--- src/rtl/pipeline_ctrl_if.sv ---
// pipeline_ctrl_if: request/control bundle between the pipeline stages and the stall/flush sequencer.
interface pipeline_ctrl_if;
   logic        rdy;
   logic        if_stall_req;
   logic        id_stall_req;
   logic        mem_stall_req;
   logic        ex_branch_taken;
   logic [31:0] ex_branch_target;
   logic [4:0]  stall;
   logic [4:0]  flush;
   logic        redirect_valid;
   logic [31:0] redirect_pc;
   logic        hang;
   logic [31:0] stall_cycles;
   logic [31:0] flush_count;
   modport master (
      output rdy, if_stall_req, id_stall_req, mem_stall_req, ex_branch_taken, ex_branch_target,
      input  stall, flush, redirect_valid, redirect_pc, hang, stall_cycles, flush_count
   );
   modport slave (
      input  rdy, if_stall_req, id_stall_req, mem_stall_req, ex_branch_taken, ex_branch_target,
      output stall, flush, redirect_valid, redirect_pc, hang, stall_cycles, flush_count
   );
endinterface

--- src/rtl/pipeline_ctrl.sv ---
// pipeline_ctrl: stall/flush sequencer for the 5-stage pipeline with redirect PC and mem-stall watchdog.
// Define PIPE_CTRL_PERF_EN to build the stall_cycles/flush_count performance counters.
module pipeline_ctrl #(
   parameter int unsigned FLUSH_CYCLES = 1,
   parameter int unsigned MEM_TIMEOUT  = 255
) (
   input logic            clk,
   input logic            rst,
   pipeline_ctrl_if.slave bus
);
   typedef enum logic {RUN, FLUSH} state_t;
   state_t      state, state_nxt;
   logic [3:0]  fcnt, fcnt_nxt;
   logic        pend, pend_nxt;
   logic [31:0] rpc, rpc_nxt;
   logic [15:0] wd_cnt, wd_inc;
   logic        hang;
   logic [4:0]  stall, flush;
   logic        rv;
   always_comb begin
      state_nxt = state;
      fcnt_nxt  = fcnt;
      pend_nxt  = pend;
      rpc_nxt   = rpc;
      stall     = 5'b00000;
      flush     = 5'b00000;
      rv        = 1'b0;
      if (rst) flush = 5'b11111;
      else if (!bus.rdy) stall = 5'b11111;
      else if (bus.mem_stall_req) begin
         stall = 5'b01111;
         flush = 5'b10000;
      end else if (bus.ex_branch_taken) begin
         flush     = 5'b00110;
         rpc_nxt   = bus.ex_branch_target;
         state_nxt = FLUSH;
         fcnt_nxt  = 4'(FLUSH_CYCLES);
         pend_nxt  = 1'b1;
      end else if (state == FLUSH) begin
         // pend makes the redirect a single pulse even when FLUSH lasts several cycles
         flush     = 5'b00010;
         rv        = pend;
         pend_nxt  = 1'b0;
         fcnt_nxt  = fcnt - 4'd1;
         state_nxt = fcnt <= 4'd1 ? RUN : FLUSH;
      end else if (bus.id_stall_req) begin
         stall = 5'b00011;
         flush = 5'b00100;
      end else if (bus.if_stall_req) begin
         stall = 5'b00001;
         flush = 5'b00010;
      end
   end
   always_ff @(posedge clk) begin
      if (rst) begin
         state <= RUN;
         fcnt  <= 4'd0;
         pend  <= 1'b0;
         rpc   <= 32'd0;
      end else if (bus.rdy) begin
         state <= state_nxt;
         fcnt  <= fcnt_nxt;
         pend  <= pend_nxt;
         rpc   <= rpc_nxt;
      end
   end
   assign wd_inc = wd_cnt == 16'hFFFF ? wd_cnt : wd_cnt + 16'd1;
   always_ff @(posedge clk) begin
      if (rst) begin
         wd_cnt <= 16'd0;
         hang   <= 1'b0;
      end else if (bus.rdy) begin
         wd_cnt <= bus.mem_stall_req ? wd_inc : 16'd0;
         hang   <= hang | (bus.mem_stall_req && wd_inc >= 16'(MEM_TIMEOUT));
      end
   end
`ifdef PIPE_CTRL_PERF_EN
   logic [31:0] stall_cycles, flush_count;
   always_ff @(posedge clk) begin
      if (rst) begin
         stall_cycles <= 32'd0;
         flush_count  <= 32'd0;
      end else if (bus.rdy) begin
         stall_cycles <= stall_cycles + {31'd0, |stall};
         flush_count  <= flush_count + {31'd0, rv};
      end
   end
   assign bus.stall_cycles = stall_cycles;
   assign bus.flush_count  = flush_count;
`else
   assign bus.stall_cycles = 32'd0;
   assign bus.flush_count  = 32'd0;
`endif
   assign bus.stall          = stall;
   assign bus.flush          = flush;
   assign bus.redirect_valid = rv;
   assign bus.redirect_pc    = rpc;
   assign bus.hang           = hang;
endmodule

--- src/flat_wrapper.sv ---
// flat-port wrapper written by rule: the top's interface ports become plain ports
module pipeline_ctrl_flat 
#(
   parameter int unsigned FLUSH_CYCLES = 1,
   parameter int unsigned MEM_TIMEOUT  = 255
)
  (clk, rst, bus_rdy, bus_if_stall_req, bus_id_stall_req, bus_mem_stall_req, bus_ex_branch_taken, bus_ex_branch_target, bus_stall, bus_flush, bus_redirect_valid, bus_redirect_pc, bus_hang, bus_stall_cycles, bus_flush_count);
  pipeline_ctrl_if bus_i ();
  input logic clk;
  input logic rst;
  input wire logic [$bits(bus_i.rdy)-1:0] bus_rdy;
  input wire logic [$bits(bus_i.if_stall_req)-1:0] bus_if_stall_req;
  input wire logic [$bits(bus_i.id_stall_req)-1:0] bus_id_stall_req;
  input wire logic [$bits(bus_i.mem_stall_req)-1:0] bus_mem_stall_req;
  input wire logic [$bits(bus_i.ex_branch_taken)-1:0] bus_ex_branch_taken;
  input wire logic [$bits(bus_i.ex_branch_target)-1:0] bus_ex_branch_target;
  output wire logic [$bits(bus_i.stall)-1:0] bus_stall;
  output wire logic [$bits(bus_i.flush)-1:0] bus_flush;
  output wire logic [$bits(bus_i.redirect_valid)-1:0] bus_redirect_valid;
  output wire logic [$bits(bus_i.redirect_pc)-1:0] bus_redirect_pc;
  output wire logic [$bits(bus_i.hang)-1:0] bus_hang;
  output wire logic [$bits(bus_i.stall_cycles)-1:0] bus_stall_cycles;
  output wire logic [$bits(bus_i.flush_count)-1:0] bus_flush_count;
  assign bus_i.rdy = bus_rdy;
  assign bus_i.if_stall_req = bus_if_stall_req;
  assign bus_i.id_stall_req = bus_id_stall_req;
  assign bus_i.mem_stall_req = bus_mem_stall_req;
  assign bus_i.ex_branch_taken = bus_ex_branch_taken;
  assign bus_i.ex_branch_target = bus_ex_branch_target;
  assign bus_stall = bus_i.stall;
  assign bus_flush = bus_i.flush;
  assign bus_redirect_valid = bus_i.redirect_valid;
  assign bus_redirect_pc = bus_i.redirect_pc;
  assign bus_hang = bus_i.hang;
  assign bus_stall_cycles = bus_i.stall_cycles;
  assign bus_flush_count = bus_i.flush_count;
  pipeline_ctrl #(.FLUSH_CYCLES(FLUSH_CYCLES), .MEM_TIMEOUT(MEM_TIMEOUT)) u_core (.clk(clk), .rst(rst), .bus(bus_i));
endmodule
--- config.mk ---
export PLATFORM = sky130hd
export DESIGN_NAME = pipeline_ctrl_flat
export DESIGN_NICKNAME = d
export VERILOG_FILES = /design/src/rtl/pipeline_ctrl_if.sv /design/src/rtl/pipeline_ctrl.sv /design/src/flat_wrapper.sv
export SDC_FILE = /design/constraint.sdc
export NUM_CORES = 1
export LEC_CHECK = 0
export BUFFER_PORTS_ARGS = -buffer_cell sky130_fd_sc_hd__clkbuf_2
export CAP_MARGIN = 20
export CORE_UTILIZATION = 35
export DETAILED_ROUTE_END_ITERATION = 8
export PLACE_DENSITY = 0.78
export SYNTH_ARGS = -nofsm -noshare
export SYNTH_HDL_FRONTEND = slang
export SYNTH_SLANG_ARGS = --single-unit
export TNS_END_PERCENT = 50
--- constraint.sdc ---
create_clock -name clk -period 2.1 [get_ports clk]
set_input_delay 0.315 -clock clk [delete_from_list [all_inputs] [get_ports clk]]
set_output_delay 0.315 -clock clk [all_outputs]
set_load 0.02 [all_outputs]
Word-level counts from Yosys, hierarchy flattened
Index checks and enable logic that the tools add are counted.
{"block": "classes", "eq_ne": 1, "addsub": 2, "shift": 0, "n_lt_le_gt_ge": 2, "n_mux": 28, "reduce_logical": 5, "mul": 0, "div": 0, "bitwise_logic": 2}
{"op": "$mux W5", "count": 12}
{"op": "$mux W16", "count": 2}
{"op": "$add A16 B1 Y16 const B", "count": 1}
{"op": "$eq A16 B16 Y1 const B", "count": 1}
{"op": "$ge A16 B8 Y1 const B", "count": 1}
{"op": "$mux W1", "count": 11}
{"op": "$mux W4", "count": 2}
{"op": "$reduce_and A3 Y1", "count": 2}
{"op": "$le A4 B1 Y1 const B", "count": 1}
{"op": "$sub A4 B1 Y4 const B", "count": 1}
{"op": "$mux W2", "count": 1}
{"op": "$reduce_and A2 Y1", "count": 1}
{"op": "$reduce_bool A2 Y1", "count": 1}
{"op": "$logic_and A1 B1 Y1", "count": 1}
{"op": "$not A1 Y1", "count": 1}
{"op": "$or A1 B1 Y1", "count": 1}
{"block": "word_totals", "elab_cells": 46, "register_bits": 55, "mem_count": 0, "rom_bits": 0, "latch_bits": 0, "ram_bits": 0}

Logic depth before layout (Yosys ltp)
Gate-level depths: netlist of run 1.
{"block": "depth", "depth_word": 7, "mapped_depth": 8, "depth_no_buf": 7}

Worst setup path before layout of run 1
No wires, ideal clock.
{"block": "synth_path", "path_type": "register to register", "startpoint": "register u_core.wd_cnt[0]", "endpoint": "register u_core.hang, in the netlist u_core.bus.hang", "arrival_ps": 1929, "setup_ps": 122, "n_path_buf": 0, "setup_slack_ps": 50, "stages_incl_launch_ff": 8, "required_time_ps": 1978, "path_cell_list": "dfxtp_1 -> ha_1 -> nand3_1 -> nor4_1 -> mux2_2 -> a21oi_1 -> nand4_1 -> a221o_1"}
{"block": "synth_between", "elab_chain_len": 5, "elab_cells_between_ends": 6, "classes_between": "add/sub: 1; order compare: 1; eq/ne: 1; mux: 1; bitwise: 1; reduce/logical: 1"}
{"element": "from (decl)", "line_no": "pipeline_ctrl.sv:16", "source": "logic [15:0] wd_cnt, wd_inc;"}
{"element": "from (signal assigned)", "line_no": "pipeline_ctrl.sv:73", "source": "wd_cnt <= bus.mem_stall_req ? wd_inc : 16'd0;"}
{"element": "$add A16 B1 Y16 / $eq A16 B16 Y1 (equally long branches)", "line_no": "pipeline_ctrl.sv:67", "source": "assign wd_inc = wd_cnt == 16'hFFFF ? wd_cnt : wd_cnt + 16'd1;"}
{"element": "$mux W16 (*)", "line_no": "pipeline_ctrl.sv:67"}
{"element": "$ge A16 B8 Y1 (*)", "line_no": "pipeline_ctrl.sv:74", "source": "hang <= hang | (bus.mem_stall_req && wd_inc >= 16'(MEM_TIMEOUT));"}
{"element": "$logic_and A1 B1 Y1 (*)", "line_no": "pipeline_ctrl.sv:74"}
{"element": "$or A1 B1 Y1 (*)", "line_no": "pipeline_ctrl.sv:74"}
{"element": "to (signal assigned)", "line_no": "pipeline_ctrl.sv:74"}
{"element": "to (decl)", "line_no": "pipeline_ctrl.sv:17", "source": "logic hang;"}
Every way passes the cells marked *; elsewhere a longest branch is shown, timed or not.
A chain may end at the register's enable or synchronous reset.

Worst setup path in the final report of run 1
{"block": "layout_path", "startpoint": "register u_core.wd_cnt[1]", "endpoint": "register u_core.hang, in the netlist u_core.bus.hang"}
Same word-level chain as after synthesis.

==> flow_summary.toml, run 1 <==
[placement]
globalplace.congestion = 0.944
io_buffers = 82
placedInstanceArea_sq_mm = 0.00329
hpwl_mm = 4.84
dp_slack_ns = -0.0124

[power]
finalPower_w = 0.00200
switching_share_pct = 29.9
power.switching_w = 0.000596
clkPwrFrac_pct = 29.4
p_seq_share_pct = 54.5
combPwrFrac_pct = 16.0
leakage_nw = 1.64
p_per_area_mw_per_mm2 = 581
p_int_w = 0.00140
ir_worst_vdd_v = 0.000263

[global_route]
grt-ovfl-total = 0
antenna_found_initial = 0
grt_pass1_vias = 2179
grt_pass1_wl_mm = 9.81
grt_max_degree = 35
grt_util_all_layers_pct = 13.8

[synth]
synth_seq_cells = 55
synth-edff-count = 0
netlist_instances = 332
ys_warn_count = 0
synthFlopType = "dfxtp_1"
syn_avg_cell_area_sq_um = 8.74
yosysSeqAreaShare_pct = 37.9
synth_cell_types = 43
synth_area_sq_mm = 0.00290
synthArstFlopShare_pct = 0

[die]
initial_core_util_pct = 36.8
fp-row-count = 32
die_w_microns = 93.1
die_area_sq_mm = 0.00866
fp.coreArea_sq_mm = 0.00789
io_pins = 147
fp.dieH_microns = 93.1

[cts]
root_buffer = "clkbuf_8"
path_clk_slew_ns = 0.10
cts_tree = "built"
insertion_delay_ns = 0.30
clock_path_buffers = 2
h-tree-depth = 2
clock-sinks = 55
cts-buffers-inserted = 5

[cells_and_area]
finalInstanceArea_sq_mm = 0.00343
drive_gt1_share_pct = 30.1
syn_to_final_growth_pct = 18.4
insertedDiodeCount = 0
final_nets = 470

[worst_setup_path]
arrival_ns = 2.27
path_class = "reg -> reg"
crit_path_end_kind = "register"
cp-start-kind = "register"
critPathRequiredTime_ns = 2.36
r2r_cells = 9
critPathMaxFanout = 5

[sta]
finalHoldViolCount = 0
fmax_mhz = 497
maxSlewViolCount = 0
post-route-period-util_pct = 95.7
min_period_ns = 2.01
setup_viol = 0
setup_slack_ns = 0.0897
clock_skew_ns = 0.00967

[route]
wire_per_inst_microns = 12.1
wl_mm = 6.43
antenna_left = 0
viasPerCell = 4.74
dr.pass1.iters = 4
dr_total_vias = 2516
drc = 0
first_iter_violations = 158

[flow_run]
max-cap-violations = 0

[worst_hold_path]
hold_path_class = "in -> reg"
holdPathStages = 2

[status]
outcome = "finished, final reports clean"
[final cells by class]
type,count,area (sq um)
Sequential cell,55,1100
Clock buffer,5,68.8
Inverter,8,30.0
Timing Repair Buffer,108,609
Multi-Input combinational cell,250,1470
Fill cell,765,4450
Clock inverter,3,22.5
Tap cell,102,128
[cell usage after synthesis (all sizes together), types with 2 or more instances]
cell | number | area (sq um)
a22o | 33 | 289
nand4 | 8 | 65.1
nand3 | 7 | 35.0
o21ai | 20 | 100
o22ai | 2 | 12.5
nor2 | 24 | 90.1
a31oi | 5 | 31.3
ha | 3 | 37.5
a21oi | 16 | 80.1
buf | 69 | 513
o211ai | 2 | 15.0
o31ai | 2 | 15.0
and2 | 2 | 12.5
nor3 | 5 | 30.0
clkbuf | 13 | 48.8
or3 | 2 | 12.5
inv | 8 | 30.0
dfxtp | 55 | 1100
and3 | 7 | 43.8
nor4 | 6 | 73.8
xnor2 | 7 | 61.3
nand2 | 21 | 78.8
[worst max-delay path: stages, from the launching register on]
cell and delay [ns]:
dfxtp_2 0.37, ha_2 0.20, nand3_2 0.11, buf_6 0.17
nor4_4 0.30, buf_4 0.18, and3_1 0.16, o21ai_1 0.07
nor4_1 0.27, a221o_1 0.14
[worst paths after layout]
| kind | startpoint | endpoint | slack (ns) |
|---|---|---|---|
| max | u_core.wd_cnt[1] | u_core.bus.hang | 0.09 |
| min | bus_ex_branch_target[18] | u_core.bus.redirect_pc[18] | 0.21 |
| max reg2reg | u_core.wd_cnt[1] | u_core.bus.hang | 0.09 |
| min reg2reg | u_core.pend | u_core.pend | 0.47 |
[sequential cells by signal, summed over array words and instances, names as in the netlist]
signal	flops
u_core.fcnt	4
u_core.pend	1
u_core.bus.hang	1
u_core.wd_cnt	16
u_core.bus.redirect_pc	32
u_core.state	1
[what timing repair did]
action	in CTS	in global routing
endpoints found under the setup margin	1	1
hold buffers	0	0
resized for setup	0	7
pin swaps	1	3
buffers inserted	0	4
[power by group through the flow]
stage                     Sequential [W]  Clock, W  Combinational, W
after floorplan                  0.00114         0          0.000288
after global placement           0.00111         0          0.000314
after detailed placement         0.00111         0          0.000318
after CTS                        0.00109  0.000608          0.000319
after global routing             0.00109  0.000631          0.000349
final                            0.00109  0.000587          0.000320
[per-stage QoR]
step	hold WS (ns)	std cells	TNS [ns]	utilization, %
5_1_grt	0.202	531	-0.0869	43.5
2_1_floorplan	0.432	395	0	-
4_1_cts	0.198	527	0	42.8
3_5_place_dp	0.455	519	-0.0124	41.7
3_3_place_gp	0.441	519	0	41.7
6_report	0.207	531	0	43.5
[cells by family after synthesis]
group | Yosys count | share of synthesized area [%]
AOI/OAI and AO/OA | 86 | 20.7
xor gates and xnor gates | 8 | 2.41
adders and majority gates | 3 | 1.29
buffers and inverters | 90 | 20.4
DFF | 55 | 37.9
muxes | 1 | 0.388
other | 1 | 0.129
and+or+nand+nor | 88 | 16.8
[layout by cell type (no fill, tap or decap), drive strengths merged, types with 2 or more instances in the layout]
| cell type | n |
|---|---|
| buf | 26 |
| o31ai | 2 |
| conb | 64 |
| xnor2 | 7 |
| inv | 9 |
| nor4 | 6 |
| nor2 | 24 |
| nand2 | 21 |
| ha | 3 |
| nor3 | 5 |
| a22o | 33 |
| and3 | 7 |
| and2 | 2 |
| o21ai | 20 |
| o22ai | 2 |
| a21oi | 16 |
| a31oi | 5 |
| dfxtp | 55 |
| clkinv | 2 |
| o211ai | 2 |
| clkbuf | 87 |
| or3 | 2 |
| nand3 | 7 |
| nand4 | 8 |
[layer usage]
layer | GRT usage [%] | vias up | share of wire (%)
met4 | 4.62 | 0 | 1.2
met3 | 2.52 | 10 | 4.5
met2 | 24.6 | 98 | 53
li1 | - | 1242 | -
met1 | 16.5 | 1166 | 42
met5 | 0 | - | 0
Power figures use the tool's default switching activity.
==> run 2: changes to the inputs <==
--- a/config.mk
+++ b/config.mk
@@ -9,7 +9,7 @@
 export CAP_MARGIN = 20
 export CORE_UTILIZATION = 35
 export DETAILED_ROUTE_END_ITERATION = 8
-export PLACE_DENSITY = 0.78
+export PLACE_DENSITY = 0.67
 export SYNTH_ARGS = -nofsm -noshare
 export SYNTH_HDL_FRONTEND = slang
 export SYNTH_SLANG_ARGS = --single-unit
==> flow_summary.toml, run 2 (synthesis gave the netlist of run 1 again) <==
[worst_setup_path]
critPathRequiredTime_ns = 2.30
cp-start-kind = "register"
worstSetupPathDepth = 7
arrival_ns = 2.16
path_class = "reg -> reg"
crit_path_end_kind = "register"
slowest_delay_ns = 0.41
crit_buf_inv = 1
r2r_cells = 7
critPathSlowestCell = "dfxtp_2"
critPathMaxFanout = 6
critical_path.top_delay_family = "simple AND/OR/NAND/NOR gates"
cp_cell_sequence = "nand4_4 > buf_4 > nor3_1 > nand2_1 > a31oi_1 > nand4_1 > a221o_1"

[cells_and_area]
layout_common_cells = "82 x clkbuf_2, 64 x conb_1, 51 x dfxtp_1"
insertedDiodeCount = 0
finalNonFillerCells = 529
nFillCells = 790
drive_gt1_share_pct = 30.0
finalInstanceArea_sq_mm = 0.00345
final_common_cell = "clkbuf_2"
syn_to_final_growth_pct = 18.8
largest_reg_flops = 32
final_nets = 468

[placement]
dp_slack_ns = 0.0209
globalplace.congestion = 0.924
dp_cells = 520
io_buffers = 82
hpwl_mm = 4.88
placedInstanceArea_sq_mm = 0.00331

[route]
antenna_left = 0
dr.pass1.iters = 4
wire_per_inst_microns = 12.3
viasPerCell = 4.75
drc = 0
wl_mm = 6.52
dr_total_vias = 2513
first_iter_violations = 165

[sta]
rsz0062_at_grt = "no"
setup_slack_ns = 0.140
tns_ns = 0
whs_ns = 0.205
setup_viol = 0
maxSlewViolCount = 0
post-route-period-util_pct = 93.3
fmax_mhz = 510
min_period_ns = 1.96
finalHoldViolCount = 0
clock_skew_ns = 0.0113

[cts]
h-tree-depth = 2
cts_tree = "built"
insertion_delay_ns = 0.31
hold_buffers = 0
root_buffer = "clkbuf_8"
clock_path_buffers = 2
clock-sinks = 55
path_clk_slew_ns = 0.11
cts-buffers-inserted = 5

[global_route]
top_usage_layer = "met2"
grt.met1_usage_pct = 18.1
gr-usage-met3_pct = 2.03
grt-ovfl-total = 0
grt_pass1_vias = 2123
grt_util_all_layers_pct = 14.2
antenna_found_initial = 0
grt_pass1_wl_mm = 10.0
grt_use_met2_pct = 24.5
grt_max_degree = 35

[die]
die_area_sq_mm = 0.00866
fp-row-count = 32
fp.dieH_microns = 93.1
initial_core_util_pct = 36.8
io_pins = 147
die_w_microns = 93.1
fp.coreArea_sq_mm = 0.00789

[worst_hold_path]
holdPathStages = 2
hold_path_class = "in -> reg"

[flow_run]
max-cap-violations = 0

[status]
outcome = "finished, final reports clean"

[power]
ir_worst_vdd_v = 0.000235
leakage_nw = 1.63
p_per_area_mw_per_mm2 = 582
run 2: final timing paths:
kind	startpoint	slack, ns	end
worst min register to register	u_core.pend	0.46	u_core.pend
worst min-delay path	bus_ex_branch_target[15]	0.21	u_core.bus.redirect_pc[15]
worst max register to register	u_core.wd_cnt[7]	0.14	u_core.bus.hang
worst max-delay path	u_core.wd_cnt[7]	0.14	u_core.bus.hang
run 2: report_power, final:
group	switching, W	internal [W]
sequential	0.0000171	0.00107
combinational	0.000233	0.0000926
clock	0.000354	0.000241
run 2: layout make-up:
class | instances | area [sq um] | area share [%]
multi-input cells | 250 | 1490 | 43.3
inverters | 8 | 30.0 | 0.871
clock buffers | 6 | 72.6 | 2.10
repair buffers | 106 | 603 | 17.5
flip-flops and latches | 55 | 1110 | 32.1
well taps | 102 | 128 | 3.70
clock inverters | 2 | 17.5 | 0.508
run 2: per-stage QoR:
step           util [%]  total power, W
6_report           43.7         0.00201
5_1_grt            43.7         0.00212
4_1_cts            43.1         0.00203
3_5_place_dp       41.9         0.00143
3_3_place_gp       41.9         0.00143
2_1_floorplan         -         0.00142
run 2: repair_timing:
item / 4_1_cts / 5_1_grt
setup endpoints to repair: 1 / 1
pin swaps: 1 / 4
gates resized for setup: 0 / 10
hold endpoints to repair: 0 / 0
setup buffers: 0 / 2
run 2: per-layer routing:
layer / part of all wire, % / up-vias / wire length (microns)
li1: - / 1239 / -
met1: 42 / 1156 / 2720
met2: 52 / 112 / 3360
met3: 5.6 / 6 / 367
met4: 1.0 / 0 / 68
met5: 0 / - / 0
run 2: worst reg2reg max path, cell delays in order, from the launching register on:
cell	delay [ns]
dfxtp_2	0.41
nand4_4	0.16
buf_4	0.20
nor3_1	0.33
nand2_1	0.13
a31oi_1	0.17
nand4_1	0.12
a221o_1	0.33
==> run 3: changes to the inputs <==
--- a/config.mk
+++ b/config.mk
@@ -9,7 +9,7 @@
 export CAP_MARGIN = 20
 export CORE_UTILIZATION = 35
 export DETAILED_ROUTE_END_ITERATION = 8
-export PLACE_DENSITY = 0.67
+export PLACE_DENSITY = 0.64
 export SYNTH_ARGS = -nofsm -noshare
 export SYNTH_HDL_FRONTEND = slang
 export SYNTH_SLANG_ARGS = --single-unit
==> constraint.sdc (replaced) <==
create_clock -name clk -period 1.9 [get_ports clk]
set_input_delay 0.285 -clock clk [delete_from_list [all_inputs] [get_ports clk]]
set_output_delay 0.285 -clock clk [all_outputs]
set_load 0.02 [all_outputs]
==> flow_summary.toml, run 3 (synthesis gave the netlist of run 1 again) <==
[status]
outcome = "finished, final reports clean"

[sta]
finalHoldViolCount = 0
min_period_ns = 1.85
tns_ns = 0
maxSlewViolCount = 0
post-route-period-util_pct = 97.1
whs_ns = 0.178
clock_skew_ns = 0.00409
rsz0062_at_grt = "yes"
fmax_mhz = 542
setup_viol = 0

[worst_setup_path]
path_class = "reg -> reg"
r2r_cells = 7
critPathMaxFanout = 7
crit_path_end_kind = "register"
r2r-start = "u_core.wd_cnt[0]"
critPathRequiredTime_ns = 2.10
arrival_ns = 2.05
crit_end = "u_core.bus.hang"
reg2reg_to = "u_core.bus.hang"
cp-start-kind = "register"
cp-startpoint = "u_core.wd_cnt[0]"
r2r_setup_slack_ns = 0.05

[cts]
insertion_delay_ns = 0.30
cts_tree = "built"
path_clk_slew_ns = 0.11
clock_path_buffers = 2
cts-buffers-inserted = 5
hold_buffers = 0
root_buffer = "clkbuf_8"
h-tree-depth = 2
clock-sinks = 55

[power]
ir_worst_vdd_v = 0.000372
switching_share_pct = 30.6
clkPwrFrac_pct = 30.1
p_per_area_mw_per_mm2 = 622
combPwrFrac_pct = 16.2
p_seq_share_pct = 53.7
leakage_nw = 1.72
power.switching_w = 0.000686
p_int_w = 0.00155

[cells_and_area]
final_common_cell = "clkbuf_2"
fin_util_pct = 45.7
largest_reg_flops = 32
nFillCells = 781
insertedDiodeCount = 0
syn_to_final_growth_pct = 24.1
drive_gt1_share_pct = 33.9
final_nets = 481
finalInstanceArea_sq_mm = 0.00360
layout_common_cells = "82 x clkbuf_2, 64 x conb_1, 48 x dfxtp_1"

[global_route]
antenna_found_initial = 0
grt_pass1_vias = 2246
grt-ovfl-total = 0
grt_max_degree = 33
grt_util_all_layers_pct = 15.6
grt_pass1_wl_mm = 10.9

[die]
initial_core_util_pct = 36.8
die_w_microns = 93.1
io_pins = 147
fp.dieH_microns = 93.1
fp.coreArea_sq_mm = 0.00789
die_area_sq_mm = 0.00866
fp-row-count = 32

[placement]
hpwl_mm = 5.21
io_buffers = 82
placedInstanceArea_sq_mm = 0.00343
globalplace.congestion = 0.901

[route]
viasPerCell = 4.73
drc = 0
first_iter_violations = 77
wire_per_inst_microns = 12.9
dr_total_vias = 2566
antenna_left = 0
wl_mm = 6.97
dr.pass1.iters = 4

[flow_run]
max-cap-violations = 0

[worst_hold_path]
hold_path_class = "in -> reg"
## run 3: cell types whose count changed in the layout (fill, tap and decap cells not counted), moves of 2 or more
cell	delta
buf_4	+11
clkinv_4	-2
dfxtp_1	-3
dfxtp_4	+2
## run 3: worst max-delay path, cell delays in order, from the launching register on
cell     delay, ns
dfxtp_4       0.39
ha_4          0.15
nand3_4       0.14
nor4_4        0.40
nor3_2        0.10
xnor2_1       0.15
nand4_1       0.10
a221o_1       0.32
## run 3: per-stage QoR
stage          total power [W]  setup WS, ns  cells
4_1_cts                0.00227       0.00505    542
3_3_place_gp           0.00159       -0.0557    532
6_report               0.00224        0.0543    542
2_1_floorplan          0.00158      0.000166    395
5_1_grt                0.00235       -0.0497    542
3_5_place_dp           0.00159        -0.101    532
## run 3: repair_timing
| item | CTS | global route |
|---|---|---|
| pin swaps | 2 | 1 |
| setup buffers | 2 | 0 |
| endpoints found under the setup margin | 2 | 5 |
| gates resized for setup | 4 | 14 |
## run 3: power groups by stage
| stage | registers (W) | clock network [W] | logic (W) |
|---|---|---|---|
| after floorplan | 0.00126 | 0 | 0.000319 |
| after global placement | 0.00123 | 0 | 0.000357 |
| after detailed placement | 0.00123 | 0 | 0.000361 |
| after CTS | 0.00120 | 0.000704 | 0.000362 |
| after global routing | 0.00121 | 0.000752 | 0.000393 |
| final | 0.00120 | 0.000675 | 0.000363 |
## run 3: worst min path at each step
stage / start / to / depth (start not counted)
floorplan: bus_ex_branch_target[0] / u_core.bus.redirect_pc[0] / 1
global placement: u_core.pend / u_core.pend / 2
detailed placement: u_core.pend / u_core.pend / 2
CTS: bus_ex_branch_target[28] / u_core.bus.redirect_pc[28] / 2
global route: bus_ex_branch_target[27] / u_core.bus.redirect_pc[27] / 2
finish: bus_ex_branch_target[8] / u_core.bus.redirect_pc[8] / 2
## run 3: area by class of cell
| class | instances | area (sq um) | area share [%] |
|---|---|---|---|
| multi-input combinational | 250 | 1520 | 42.2 |
| clock buffer | 5 | 68.8 | 1.91 |
| tap | 102 | 128 | 3.54 |
| timing repair buffer | 119 | 717 | 19.9 |
| clock inverter | 3 | 23.8 | 0.660 |
| sequential | 55 | 1110 | 31.0 |
| inverter | 8 | 30.0 | 0.834 |
## run 3: layer usage
layer,GRT usage (%),part of all wire (%),up-vias
met5,0,0,-
met4,5.00,1.4,0
met3,2.11,3.8,8
met2,27.6,52,91
met1,19.6,43,1209
li1,-,-,1258
